===== src/rtl/serial_pkg.sv =====
// Shared types and constants for the UART receiver: FSM encoding, oversampling
// geometry and the byte type carried through the FIFO.
`default_nettype none

package serial_pkg;

  localparam int OVERSAMPLE = 16;

  localparam logic [3:0] SAMPLE_LO   = 4'd7;
  localparam logic [3:0] SAMPLE_MID  = 4'd8;
  localparam logic [3:0] SAMPLE_HI   = 4'd9;
  localparam logic [3:0] SAMPLE_LAST = 4'(OVERSAMPLE - 1);

  typedef logic [7:0] byte_t;

  typedef enum logic [2:0] {
    ST_IDLE  = 3'd0,
    ST_START = 3'd1,
    ST_DATA  = 3'd2,
    ST_STOP  = 3'd3,
    ST_BREAK = 3'd4
  } state_t;

endpackage

`default_nettype wire


===== src/rtl/serial_rx_fifo.sv =====
// First-word-fall-through byte FIFO with a sticky overrun flag for bytes
// that arrive while full and unpopped.
`default_nettype none

module serial_rx_fifo
  import serial_pkg::*;
#(
  parameter int FIFO_DEPTH = 4
) (
  input  logic  Clk,
  input  logic  Rst,
  input  logic  push_i,
  input  byte_t data_i,
  input  logic  pop_i,
  output byte_t data_o,
  output logic  valid_o,
  output logic  overrun_o
);

  localparam int AW = $clog2(FIFO_DEPTH);

  byte_t         mem_q [FIFO_DEPTH];
  logic [AW-1:0] wr_q;
  logic [AW-1:0] rd_q;
  logic [AW:0]   count_q;
  logic          overrun_q;

  logic empty;
  logic full;
  logic do_pop;
  logic do_push;

  assign empty   = (count_q == '0);
  assign full    = (count_q == (AW+1)'(FIFO_DEPTH));
  assign do_pop  = pop_i && !empty;
  // A pop in the same cycle frees the slot, so a full FIFO can still accept.
  assign do_push = push_i && (!full || do_pop);

  always_ff @(posedge Clk) begin
    if (do_push) begin
      mem_q[wr_q] <= data_i;
    end
  end

  always_ff @(posedge Clk) begin
    if (Rst) begin
      wr_q      <= '0;
      rd_q      <= '0;
      count_q   <= '0;
      overrun_q <= 1'b0;
    end else begin
      if (do_push) begin
        wr_q <= wr_q + 1'b1;
      end
      if (do_pop) begin
        rd_q <= rd_q + 1'b1;
      end
      if (do_push && !do_pop) begin
        count_q <= count_q + 1'b1;
      end else if (do_pop && !do_push) begin
        count_q <= count_q - 1'b1;
      end
      if (push_i && full && !do_pop) begin
        overrun_q <= 1'b1;
      end
    end
  end

  assign valid_o   = !empty;
  assign data_o    = empty ? '0 : mem_q[rd_q];
  assign overrun_o = overrun_q;

endmodule

`default_nettype wire


===== src/rtl/serial_rx.sv =====
// 8N1 UART receiver: two-flop synchroniser, 16x oversampling with a 7/8/9
// majority vote, framing-error detection and a FWFT byte FIFO.
`default_nettype none

module serial_rx
  import serial_pkg::*;
#(
  parameter int CLK_HZ     = 50_000_000,
  parameter int BAUD       = 115200,
  parameter int FIFO_DEPTH = 4
) (
  input  logic       Clk,
  input  logic       Rst,
  input  logic       Rx,
  output logic [7:0] RxData,
  output logic       RxValid,
  input  logic       RxPop,
  output logic       FrameErr,
  output logic       Overrun,
  output logic       Busy
);

  localparam int DIV = CLK_HZ / (BAUD * OVERSAMPLE);
  localparam int TW  = (DIV > 1) ? $clog2(DIV) : 1;
  localparam logic [TW-1:0] TICK_LAST = TW'(DIV - 1);

  logic          rx_meta_q;
  logic          rxs_q;
  state_t        state_q;
  logic [TW-1:0] tick_cnt_q;
  logic [3:0]    samp_q;
  logic [2:0]    bit_q;
  logic          s_lo_q;
  logic          s_mid_q;
  byte_t         shift_q;
  logic          frame_err_q;

  logic tick;
  logic decide;
  logic maj;
  logic push;

  always_ff @(posedge Clk) begin
    if (Rst) begin
      rx_meta_q <= 1'b1;
      rxs_q     <= 1'b1;
    end else begin
      rx_meta_q <= Rx;
      rxs_q     <= rx_meta_q;
    end
  end

  assign tick   = (tick_cnt_q == TICK_LAST);
  assign decide = tick && (samp_q == SAMPLE_HI);
  // The third vote is the live sample taken on the decision tick itself.
  assign maj    = (s_lo_q & s_mid_q) | (s_lo_q & rxs_q) | (s_mid_q & rxs_q);
  assign push   = (state_q == ST_STOP) && decide && maj;

  always_ff @(posedge Clk) begin
    if (Rst) begin
      state_q     <= ST_IDLE;
      tick_cnt_q  <= '0;
      samp_q      <= '0;
      bit_q       <= '0;
      s_lo_q      <= 1'b1;
      s_mid_q     <= 1'b1;
      shift_q     <= '0;
      frame_err_q <= 1'b0;
    end else begin
      frame_err_q <= 1'b0;
      tick_cnt_q  <= tick ? '0 : tick_cnt_q + 1'b1;
      if (tick) begin
        samp_q <= samp_q + 1'b1;
        if (samp_q == SAMPLE_LO)  s_lo_q  <= rxs_q;
        if (samp_q == SAMPLE_MID) s_mid_q <= rxs_q;
      end

      unique case (state_q)
        ST_IDLE: begin
          samp_q <= '0;
          bit_q  <= '0;
          if (!rxs_q) begin
            state_q    <= ST_START;
            tick_cnt_q <= '0;
          end
        end
        ST_START: begin
          if (decide && maj) begin
            state_q <= ST_IDLE;
          end else if (tick && (samp_q == SAMPLE_LAST)) begin
            state_q <= ST_DATA;
          end
        end
        ST_DATA: begin
          if (decide) begin
            shift_q <= {maj, shift_q[7:1]};
          end
          if (tick && (samp_q == SAMPLE_LAST)) begin
            bit_q <= bit_q + 1'b1;
            if (bit_q == 3'd7) state_q <= ST_STOP;
          end
        end
        ST_STOP: begin
          if (decide) begin
            if (maj) begin
              state_q <= ST_IDLE;
            end else begin
              frame_err_q <= 1'b1;
              state_q     <= ST_BREAK;
            end
          end
        end
        ST_BREAK: begin
          if (rxs_q) state_q <= ST_IDLE;
        end
        default: state_q <= ST_IDLE;
      endcase
    end
  end

  serial_rx_fifo #(
    .FIFO_DEPTH(FIFO_DEPTH)
  ) u_fifo (
    .Clk      (Clk),
    .Rst      (Rst),
    .push_i   (push),
    .data_i   (shift_q),
    .pop_i    (RxPop),
    .data_o   (RxData),
    .valid_o  (RxValid),
    .overrun_o(Overrun)
  );

  assign FrameErr = frame_err_q;
  assign Busy     = (state_q != ST_IDLE);

endmodule

`default_nettype wire


===== config.mk =====
export PLATFORM = sky130hd
export DESIGN_NAME = serial_rx
export DESIGN_NICKNAME = d
export VERILOG_FILES = /design/src/rtl/serial_pkg.sv /design/src/rtl/serial_rx_fifo.sv /design/src/rtl/serial_rx.sv
export SDC_FILE = /design/constraint.sdc
export NUM_CORES = 1
export LEC_CHECK = 0
export CAP_MARGIN = 20
export CORE_ASPECT_RATIO = 0.7
export CORE_MARGIN = 2
export CORE_UTILIZATION = 30
export CTS_BUF_LIST = sky130_fd_sc_hd__clkbuf_8
export DETAILED_ROUTE_END_ITERATION = 6
export PLACE_DENSITY_LB_ADDON = 0.05
export SETUP_SLACK_MARGIN = 0.1
export SYNTH_ARGS = -nofsm -noshare
export SYNTH_HDL_FRONTEND = slang
export SYNTH_HIERARCHICAL = 1
export SYNTH_SLANG_ARGS = --single-unit

===== constraint.sdc =====
create_clock -name Clk -period 4.12 [get_ports Clk]
set_input_delay 0.824 -clock Clk [delete_from_list [all_inputs] [get_ports Clk]]
set_output_delay 0.824 -clock Clk [all_outputs]
set_load 0.02 [all_outputs]

# Yosys cells after proc, flatten, opt, wreduce, memory -nomap -nowiden

Memories as Yosys holds them, arrays and structs flattened. A register that Yosys moved wholly into a read port is not among the register bits.
Cells that the tools add are included.

Muxes and demuxes: 22
Add/subtract/negate cells: 7
Reductions and logical operators: 28
Order comparisons: 0
Shift-type cells: 0
Equality and inequality tests: 17
$mul: 0
Bitwise gates (word level): 7
Div/mod/pow operators: 0

Operators with widths:

| cell                  | number |
|---|---|
| $mux W3               | 11 |
| $mux W5               | 3 |
| $pmux W3 S5           | 1 |
| $eq A4 B4 Y1 const B  | 3 |
| $logic_and A1 B1 Y1   | 11 |
| $ne A2 B2 Y1 const B  | 5 |
| $eq A3 B3 Y1 const B  | 3 |
| $mux W8               | 1 |
| $reduce_and A2 Y1     | 4 |
| $add A3 B1 Y3 const B | 2 |
| $eq A3 B2 Y1 const B  | 2 |
| $logic_not A3 Y1      | 2 |
| $pmux W3 S2           | 1 |
| $reduce_and A6 Y1     | 1 |
| $add A5 B1 Y5 const B | 1 |
| $eq A5 B5 Y1 const B  | 1 |
| $add A2 B1 Y2 const B | 2 |
| $add A4 B1 Y4 const B | 1 |
| $eq A4 B3 Y1 const B  | 1 |
| $logic_not A1 Y1      | 4 |
| $mux W2               | 2 |
| $reduce_bool A2 Y1    | 2 |
| $and A1 B1 Y1         | 3 |
| $eq A3 B1 Y1 const B  | 1 |
| 9 further kinds       | 13 |

ROM bits: 0
Bits in writable memories: 32
Word-level logic and storage cells: 96
Register bits: 36
Output and inout bits: 12
Bits in latches: 0
Memories: 1

Memory list:

| name         | depth | width | rd ports | clocked after Yosys merged registers in | write ports | RTL line             | text |
|---|---|---|---|---|---|---|---|
| u_fifo.mem_q | 4     | 8     | 1        | 1                                       | 1           | serial_rx_fifo.sv:22 | `byte_t mem_q [FIFO_DEPTH];` |

# Depth between registers and ports, before layout

Gate-level depths: netlist of the first run.

Word-level depth: 9
Depth in mapped cells: 14
Mapped depth without buffers: 13

# Modules after synthesis

The synthesis of the first run kept the hierarchy.

Modules (own cells, without submodules):

| module         | cells an instance | times used | area each (µm²) | seq. area each (µm²) |
|---|---|---|---|---|
| serial_rx_fifo | 104               | 1          | 1726.7          | 1161.1 |
| serial_rx      | 140               | 1          | 1273.7          | 560.5 |

# Worst setup path after synthesis of the first run

No wires, ideal clock.

Path kind: reg2reg
Start: register tick_cnt_q[0]
End: register u_fifo.count_q[2]
Path slack: 1.501 ns
Period minus slack after synthesis: 2.619 ns
Buffers on the path: 1
Arrival time: 2.548 ns
Cell stages (with the launch flop): 15
Cells stage by stage: dfxtp_1 -> inv_1 -> ha_1 -> nand4b_2 -> nor2_1 -> nand2_1 -> nor2_1 -> nor2b_1 -> buf_6 -> ha_1 -> inv_1 -> fa_1 -> xor2_1 -> or3_1 -> a21oi_1

Word-level cells in the longest chain between the ends: 8

RTL lines:

| what                                 | RTL line             | text |
|---|---|---|
| start: declaration                   | serial_rx.sv:30      | `logic [TW-1:0] tick_cnt_q;` |
| start signal: assignment             | serial_rx.sv:71      | `tick_cnt_q <= tick ? '0 : tick_cnt_q + 1'b1;` |
| $eq A5 B5 Y1 (*)                     | serial_rx.sv:53      | `assign tick = (tick_cnt_q == TICK_LAST);` |
| $logic_and A1 B1 Y1 (*)              | serial_rx.sv:54      | `assign decide = tick && (samp_q == SAMPLE_HI);` |
| $logic_and A1 B1 Y1 (*) (2 in a row) | serial_rx.sv:57      | `assign push = (state_q == ST_STOP) && decide && maj;` |
| net push                             | serial_rx.sv:41      | `logic push;` |
| $logic_and A1 B1 Y1 (*)              | serial_rx_fifo.sv:37 | `assign do_push = push_i && (!full \|\| do_pop);` |
| net u_fifo.do_push                   | serial_rx_fifo.sv:31 | `logic do_push;` |
| $logic_not A1 Y1                     | serial_rx_fifo.sv:60 | `end else if (do_pop && !do_push) begin` |
| $logic_and A1 B1 Y1                  | serial_rx_fifo.sv:60 |  |
| $reduce_bool A2 Y1 (no source line)  | -                    |  |
| end signal: assignment               | serial_rx_fifo.sv:59 | `count_q <= count_q + 1'b1;` |
| end signal: assignment               | serial_rx_fifo.sv:61 | `count_q <= count_q - 1'b1;` |
| end: declaration                     | serial_rx_fifo.sv:25 | `logic [AW:0] count_q;` |

Mark *: on every way through the listed nets, which the timed path passes. The rest lies on a longest branch.
A chain may end at the register's enable or synchronous reset.

# Worst setup path in the final report of the first run

Start: register tick_cnt_q[0]
End: register u_fifo.count_q[2]

Word-level cells in the longest chain between the ends: 8

RTL lines:

| what                                 | RTL line |
|---|---|
| $eq A5 B5 Y1 (*)                     | serial_rx.sv:53 |
| $logic_and A1 B1 Y1 (*)              | serial_rx.sv:54 |
| $logic_and A1 B1 Y1 (*) (2 in a row) | serial_rx.sv:57 |
| net push                             | serial_rx.sv:41 |
| $logic_and A1 B1 Y1 (*)              | serial_rx_fifo.sv:37 |
| $logic_not A1 Y1                     | serial_rx_fifo.sv:60 |
| $logic_and A1 B1 Y1                  | serial_rx_fifo.sv:60 |
| $reduce_bool A2 Y1 (no source line)  | - |

Marks and branches as above.

==> impl_results.md, run 1 <==
- Peak supply drop: 0.1801 mV
- Root buffer cell: clkbuf_8
- Finished Cell Area: 3492 um2
- Placed insts: 379
- P&R area growth vs syn: 16.39%
- Startpoint Class: flop
- Initial antenna violation count: 0
- Commonest non-fill, non-tap cells in the layout: dfxtp_1, edfxtp_1, nor2_1
- Initial Util: 30.86%
- Setup Buffers After CTS: 0
- Synth unique cells: 41
- Static Leak: 1.187 nW
- First DRT Iteration DRCs: 111
- Post-synthesis xor/xnor area fraction: 2.335%
- Sink Count: 70
- Worst Path Arrival: 3.45 ns
- WL final: 5690 um
- Mux cell area share after synthesis: 10.18%
- Slowest cell on crit path: nor2b_1
- Die height: 87.67 um
- Routability cong.: 0.7138
- Placed inst area: 3269 um2
- Commonest non-fill, non-tap cell in the layout: dfxtp_1
- Register area share after synthesis: 57.38%
- Fin cells: 395
- Vias in the first global route: 1700
- Simple-gate portion of the synthesized area: 17.60%
- Buffers on Ports: 15
- Critical path required time: 4.39 ns
- DPL Wire Length: 3849 um
- Max-cap violations: 0
- Top FF cell, synth: dfxtp_1
- Drt via density: 4.484
- Clock Path Buffers: 2
- Largest net degree at the start of global routing: 24
- Setup CP Type: reg -> reg
- Worst path bufs/invs: 2
- Post-synth EDFFs: 32
- IO Count: 16
- Nets: 279
- Hold crit path type: reg -> reg
- Max Clk Rate: 315.2 MHz
- Crit share post-route: 77.00%
- Max Slew Vio Count: 0
- Die Wd: 123.5 um
- Share of cells above drive strength 1: 12.36%
- Final min period: 3.172 ns
- # DRC: 0
- Post-CTS Hold Fix Bufs: 0
- Warnings, synthesis: 6
- Compound-gate portion of the synthesized area: 3.962%
- Post-Syn Nets: 261
- Synth Cell Area: 3000 um2
- Skew-Pair Late Insertion Delay: 0.34 ns
- CP Max Fanout: 7
- Core Box Area: 9722 um2
- Synth Instances: 244
- TritonCTS Buffers: 9
- Setup Viol. Count Final: 0
- P per Cell Area: 390.8 nW/um2
- Antenna Nets Post-Route: 0
- TritonRoute pass-1 iters: 4
- Crit-path cells: inv_1 -> ha_1 -> nand4b_2 -> nor2_1 -> nand2_1 -> nor2_1 -> nor2b_1 -> ha_1 -> inv_1 -> fa_1 -> xor2_1 -> or3_1 -> a21oi_1
- First-pass GRT wire length: 9225 um
- Diode count: 0
- PostCTS Resize Cnt: 0
- Post-route setup TNS: 0 ns
- GR Overflow Total: 0
- Die area: 10830 um2
- Slew HR: 44.48%
- Design Power: 1.365 mW
- RSZ-0062 raised after global routing: false
- Worst path top cell family by delay: simple AND/OR/NAND/NOR gates
- Vias: 1771
- H-tree depth: 3
- Avg Inst Size Synth: 12.30 um2
- Largest family of logic cells by synthesized area: simple AND/OR/NAND/NOR gates
- Setup crit end kind: flop
- Number of hold violations in the final report: 0
- Drt wl/cell: 14.41 um
- Placement Rows: 30
- Outcome: complete, no violations
- CP max stage delay: 0.43 ns
- Worst Skew: 0.006107 ns
- Worst-Margin Slew: 0.8302 ns
- Clk slew on worst S/H paths: 0.08 ns
- #FFs+latches synth: 70
- Ys async rst share: 0%
- TritonCTS clock tree: built
- Total track usage: 11.70%
- Synth Area in Adders: 5.671%
[state kept, by name (all words and copies together) (netlist names), named ones only]
register	flops
u_fifo/rd_q	2
u_fifo/mem_q	32
rxs_q	1
samp_q	4
shift_q	8
state_q	3
tick_cnt_q	5
FrameErr	1
rx_meta_q	1
s_mid_q	1
u_fifo/wr_q	2
bit_q	3
u_fifo/overrun_o	1
u_fifo/count_q	3
s_lo_q	1
[metal layers]
| layer | wire length, um | vias to the layer above | part of all wire (%) | global-route usage [%] |
|---|---|---|---|---|
| li1 | - | 900 | - | - |
| met1 | 3154 | 840 | 55 | 17.27 |
| met2 | 2257 | 26 | 40 | 15.68 |
| met3 | 214 | 5 | 3.8 | 3.971 |
| met4 | 63 | 0 | 1.1 | 4.339 |
| met5 | 0 | - | 0 | 0 |
[cell usage after synthesis (all sizes together), types with 2 or more instances]
cell    number  area (um2)
a21oi        8       40.04
a31oi        2       12.51
and2         4       25.02
buf          5       37.53
clkbuf       5       18.77
dfxtp       38       760.7
edfxtp      32       960.9
ha          12       150.1
inv          8       30.03
mux2i       11       110.1
mux4         8       180.2
nand2       14       52.55
nand2b       8       50.05
nand3        6       30.03
nand4        5       31.28
nand4b       2       23.77
nor2        30       112.6
nor2b        9       56.30
nor3         2       10.01
o21ai        5       25.02
or2          4       25.02
or3          4       25.02
xor2         7       61.31
[cells by family after synthesis]
kind of cell / Yosys count
DFF: 70
and+or+nand+nor: 95
muxes: 20
adders and majority gates: 13
buffers and inverters: 18
AOI/OAI and AO/OA: 20
xor gates and xnor gates: 8
[worst paths after layout]
path,cells after the start,slack (ns),start,to
worst min register to register,1,0.42,rx_meta_q$_SDFF_PP1_,rxs_q$_SDFF_PP1_
worst max-delay path,13,0.95,tick_cnt_q[0]$_SDFF_PP0_,u_fifo/count_q[2]$_SDFFE_PP0P_
worst min-delay path,1,0.42,rx_meta_q$_SDFF_PP1_,rxs_q$_SDFF_PP1_
worst max register to register,13,0.95,tick_cnt_q[0]$_SDFF_PP0_,u_fifo/count_q[2]$_SDFFE_PP0P_
[layout make-up]
cell class | instances | area [um2]
Clock buffer | 9 | 123.9
Clock inverter | 7 | 98.84
Fill cell | 944 | 6230
Inverter | 8 | 30.03
Multi-Input combinational cell | 156 | 1192
Sequential cell | 70 | 1722
Tap cell | 128 | 160.2
Timing Repair Buffer | 17 | 165.2
[power breakdown]
group	switching [mW]	total, mW	internal, mW
Combinational	0.0143	0.0244	0.0101
Clock	0.271	0.613	0.343
Sequential	0.00382	0.727	0.723
[worst reg2reg max path: stages (launching register included)]
cell	delay [ns]
dfxtp_1	0.34
inv_1	0.06
ha_1	0.17
nand4b_2	0.24
nor2_1	0.32
nand2_1	0.10
nor2_1	0.15
nor2b_1	0.43
ha_1	0.26
inv_1	0.06
fa_1	0.38
xor2_1	0.15
or3_1	0.30
a21oi_1	0.14
[stage by stage]
stage / worst slack (ns) / hold WS [ns] / utilization [%]
6_report: 0.9478 / 0.4152 / 35.92
2_1_floorplan: 1.501 / 0.3895 / -
3_3_place_gp: 0.9522 / 0.3930 / 33.63
3_5_place_dp: 0.8942 / 0.4042 / 33.63
5_1_grt: 0.6810 / 0.4537 / 35.92
4_1_cts: 0.8943 / 0.4182 / 35.92
(Power assumes the default switching activity.)
==> run 2: changes to the inputs <==
- clock period: 4.12 -> 2.92 ns (I/O delays scaled with it)
==> impl_results.md, run 2 (synthesized netlist as in run 1, its figures left out) <==
- Outcome: complete, no violations (unchanged)
- Startpoint Class: flop (unchanged)
- Die height: 87.67 um (unchanged)
- Slew HR: 47.21% (was 44.48%)
- Skew-Pair Late Insertion Delay: 0.35 ns (was 0.34 ns)
- CP max stage delay: 0.54 ns (was 0.43 ns)
- Initial Util: 30.86% (unchanged)
- Flip-flop count of the largest register after layout: 32 (unchanged)
- Slowest cell on crit path: clkdlybuf4s50_1 (was nor2b_1)
- Placement Rows: 30 (unchanged)
- Clock power frac: 48.8% (was 45.0%)
- GR Overflow Total: 0 (unchanged)
- Drt wl/cell: 14.03 um (was 14.41 um)
- Setup Viol. Count Final: 0 (unchanged)
- Worst path bufs/invs: 2 (unchanged)
- Routability cong.: 0.7306 (was 0.7138)
- Worst Skew: 0.008777 ns (was 0.006107 ns)
- Switching share of power: 18.66% (was 21.18%)
- CP Max Fanout: 8 (was 7)
- Clk slew on worst S/H paths: 0.07 ns (was 0.08 ns)
- Nets: 285 (was 279)
- TritonCTS Buffers: 9 (unchanged)
- Fin cells: 401 (was 395)
- Drt via density: 4.549 (was 4.484)
- First-pass GRT wire length: 9321 um (was 9225 um)
- H-tree depth: 3 (unchanged)
- P&R area growth vs syn: 19.39% (was 16.39%)
- Commonest non-fill, non-tap cell in the layout: dfxtp_1 (unchanged)
- Die area: 10830 um2 (unchanged)
- Hold crit path type: reg -> reg (unchanged)
- Core Box Area: 9722 um2 (unchanged)
- Worst path top cell family by delay: buffers and inverters (was simple AND/OR/NAND/NOR gates)
- Commonest non-fill, non-tap cells in the layout: dfxtp_1, edfxtp_1, nor2_1 (unchanged)
- IO Count: 16 (unchanged)
- Clock Path Buffers: 2 (unchanged)
- Antenna Nets Post-Route: 0 (unchanged)
- DPL Wire Length: 3904 um (was 3849 um)
- Final-layout fill cell count: 932 (was 944)
- Final min period: 2.645 ns
- Post-route setup TNS: 0 ns (unchanged)
- Die Wd: 123.5 um (unchanged)
- RSZ-0062 raised after global routing: false (unchanged)
- Root buffer cell: clkbuf_8 (unchanged)
- Vias in the first global route: 1793 (was 1700)
- Post-CTS Hold Fix Bufs: 0 (unchanged)
- P per Cell Area: 578.8 nW/um2 (was 390.8 nW/um2)
- Number of hold violations in the final report: 0 (unchanged)
- First DRT Iteration DRCs: 126 (was 111)
- Crit-path cells: buf_4 -> mux4_2 -> nor2b_1 -> clkdlybuf4s50_1 (was inv_1 -> ha_1 -> nand4b_2 -> nor2_1 -> nand2_1 -> nor2_1 -> nor2b_1 -> ha_1 -> inv_1 -> fa_1 -> xor2_1 -> or3_1 -> a21oi_1)
- Sequential Power Share: 49.5% (was 53.3%)
- Setup crit end kind: output port (was flop)
- Total track usage: 11.83% (was 11.70%)
- Biggest regs: u_fifo/mem_q: 32 flops, shift_q: 8 flops, tick_cnt_q: 5 flops (unchanged)
- TritonCTS clock tree: built (unchanged)
- Share of cells above drive strength 1: 14.65% (was 12.36%)
- Largest net degree at the start of global routing: 15 (was 24)
- Static Leak: 1.241 nW (was 1.187 nW)
- TritonRoute pass-1 iters: 4 (unchanged)
- Peak supply drop: 0.2328 mV (was 0.1801 mV)
- Largest Register: u_fifo/mem_q (unchanged)
- WL final: 5628 um (was 5690 um)
- Net Sw Power: 0.3870 mW (was 0.2890 mW)
- Power Internal: 1.686 mW (was 1.076 mW)
- Initial antenna violation count: 0 (unchanged)
- Buffers on Ports: 15 (unchanged)
- Setup CP Type: reg -> out (was reg -> reg)
- Sink Count: 70 (unchanged)
- Diode count: 0 (unchanged)
- Placed insts: 385 (was 379)
- Crit share post-route: 90.57%
- Critical path required time: 2.34 ns (was 4.39 ns)
- Worst-Margin Slew: 0.7860 ns (was 0.8302 ns)
- Worst Path Arrival: 2.06 ns (was 3.45 ns)
- Max-cap violations: 0 (unchanged)
- # DRC: 0 (unchanged)
- Max Clk Rate: 378.1 MHz
- Part of the power in combinational logic: 1.7% (was 1.8%)
- Max Slew Vio Count: 0 (unchanged)
- Vias: 1824 (was 1771)
run 2: cell count changes in the layout (fill, tap and decap cells not counted), sizes merged:
cell	previous run	this run
buf	2	8
bufinv	2	4
clkinv	4	1
clkinvlp	1	0
inv	8	10
run 2: metrics by stage:
step                      util, %  area (um2)  power, mW  hold WS (ns)  setup slack, ns
after floorplan                 -        3000      1.070        0.3895           0.3015
after global placement      34.09        3314      1.085        0.3925           0.2916
after detailed placement    34.09        3314      1.084        0.3958           0.2501
after CTS                   36.77        3575      2.113        0.4211           0.2157
after global routing        36.85        3582      2.151        0.4511           0.1270
final                       36.85        3582      2.073        0.4165           0.2754
run 2: final cells by class:
type                       count  area [um2]  area share [%]
multi-input combinational    156        1200           33.50
sequential                    70        1722           48.06
tap                          128       160.2           4.471
clock inverter                 7       136.4           3.807
inverter                       8       30.03          0.8383
clock buffer                   9       123.9           3.458
timing repair buffer          23       210.2           5.868
run 2: worst paths after layout:
path | slack, ns | from | endpoint | cells after the start
worst max register to register | 0.38 | samp_q[0]$_SDFFE_PP0P_ | u_fifo/count_q[2]$_SDFFE_PP0P_ | 12
worst min-delay path | 0.42 | rx_meta_q$_SDFF_PP1_ | rxs_q$_SDFF_PP1_ | 1
worst min register to register | 0.42 | rx_meta_q$_SDFF_PP1_ | rxs_q$_SDFF_PP1_ | 1
worst max-delay path | 0.28 | flop | RxData[7] | 4
run 2: repair_timing:
action / in CTS / in global routing
gates resized for setup: 0 / 3
hold endpoints to repair: 0 / 0
setup buffers: 0 / 0
setup endpoints to repair: 0 / 1
run 2: routing by layer:
layer	part of all wire [%]	vias up	GRT usage, %
met5	0	-	0
met4	1.3	0	4.649
met3	4.4	10	4.362
met2	40	32	16.23
li1	-	914	-
met1	54	868	16.80
run 2: power by group through the flow:
| stage | Sequential [mW] | Combinational, mW | Clock (mW) |
|---|---|---|---|
| finish | 1.03 | 0.0351 | 1.01 |
| global route | 1.03 | 0.0408 | 1.08 |
| CTS | 1.03 | 0.0362 | 1.05 |
| global placement | 1.05 | 0.0369 | 0 |
| floorplan | 1.05 | 0.0233 | 0 |
| detailed placement | 1.05 | 0.0363 | 0 |
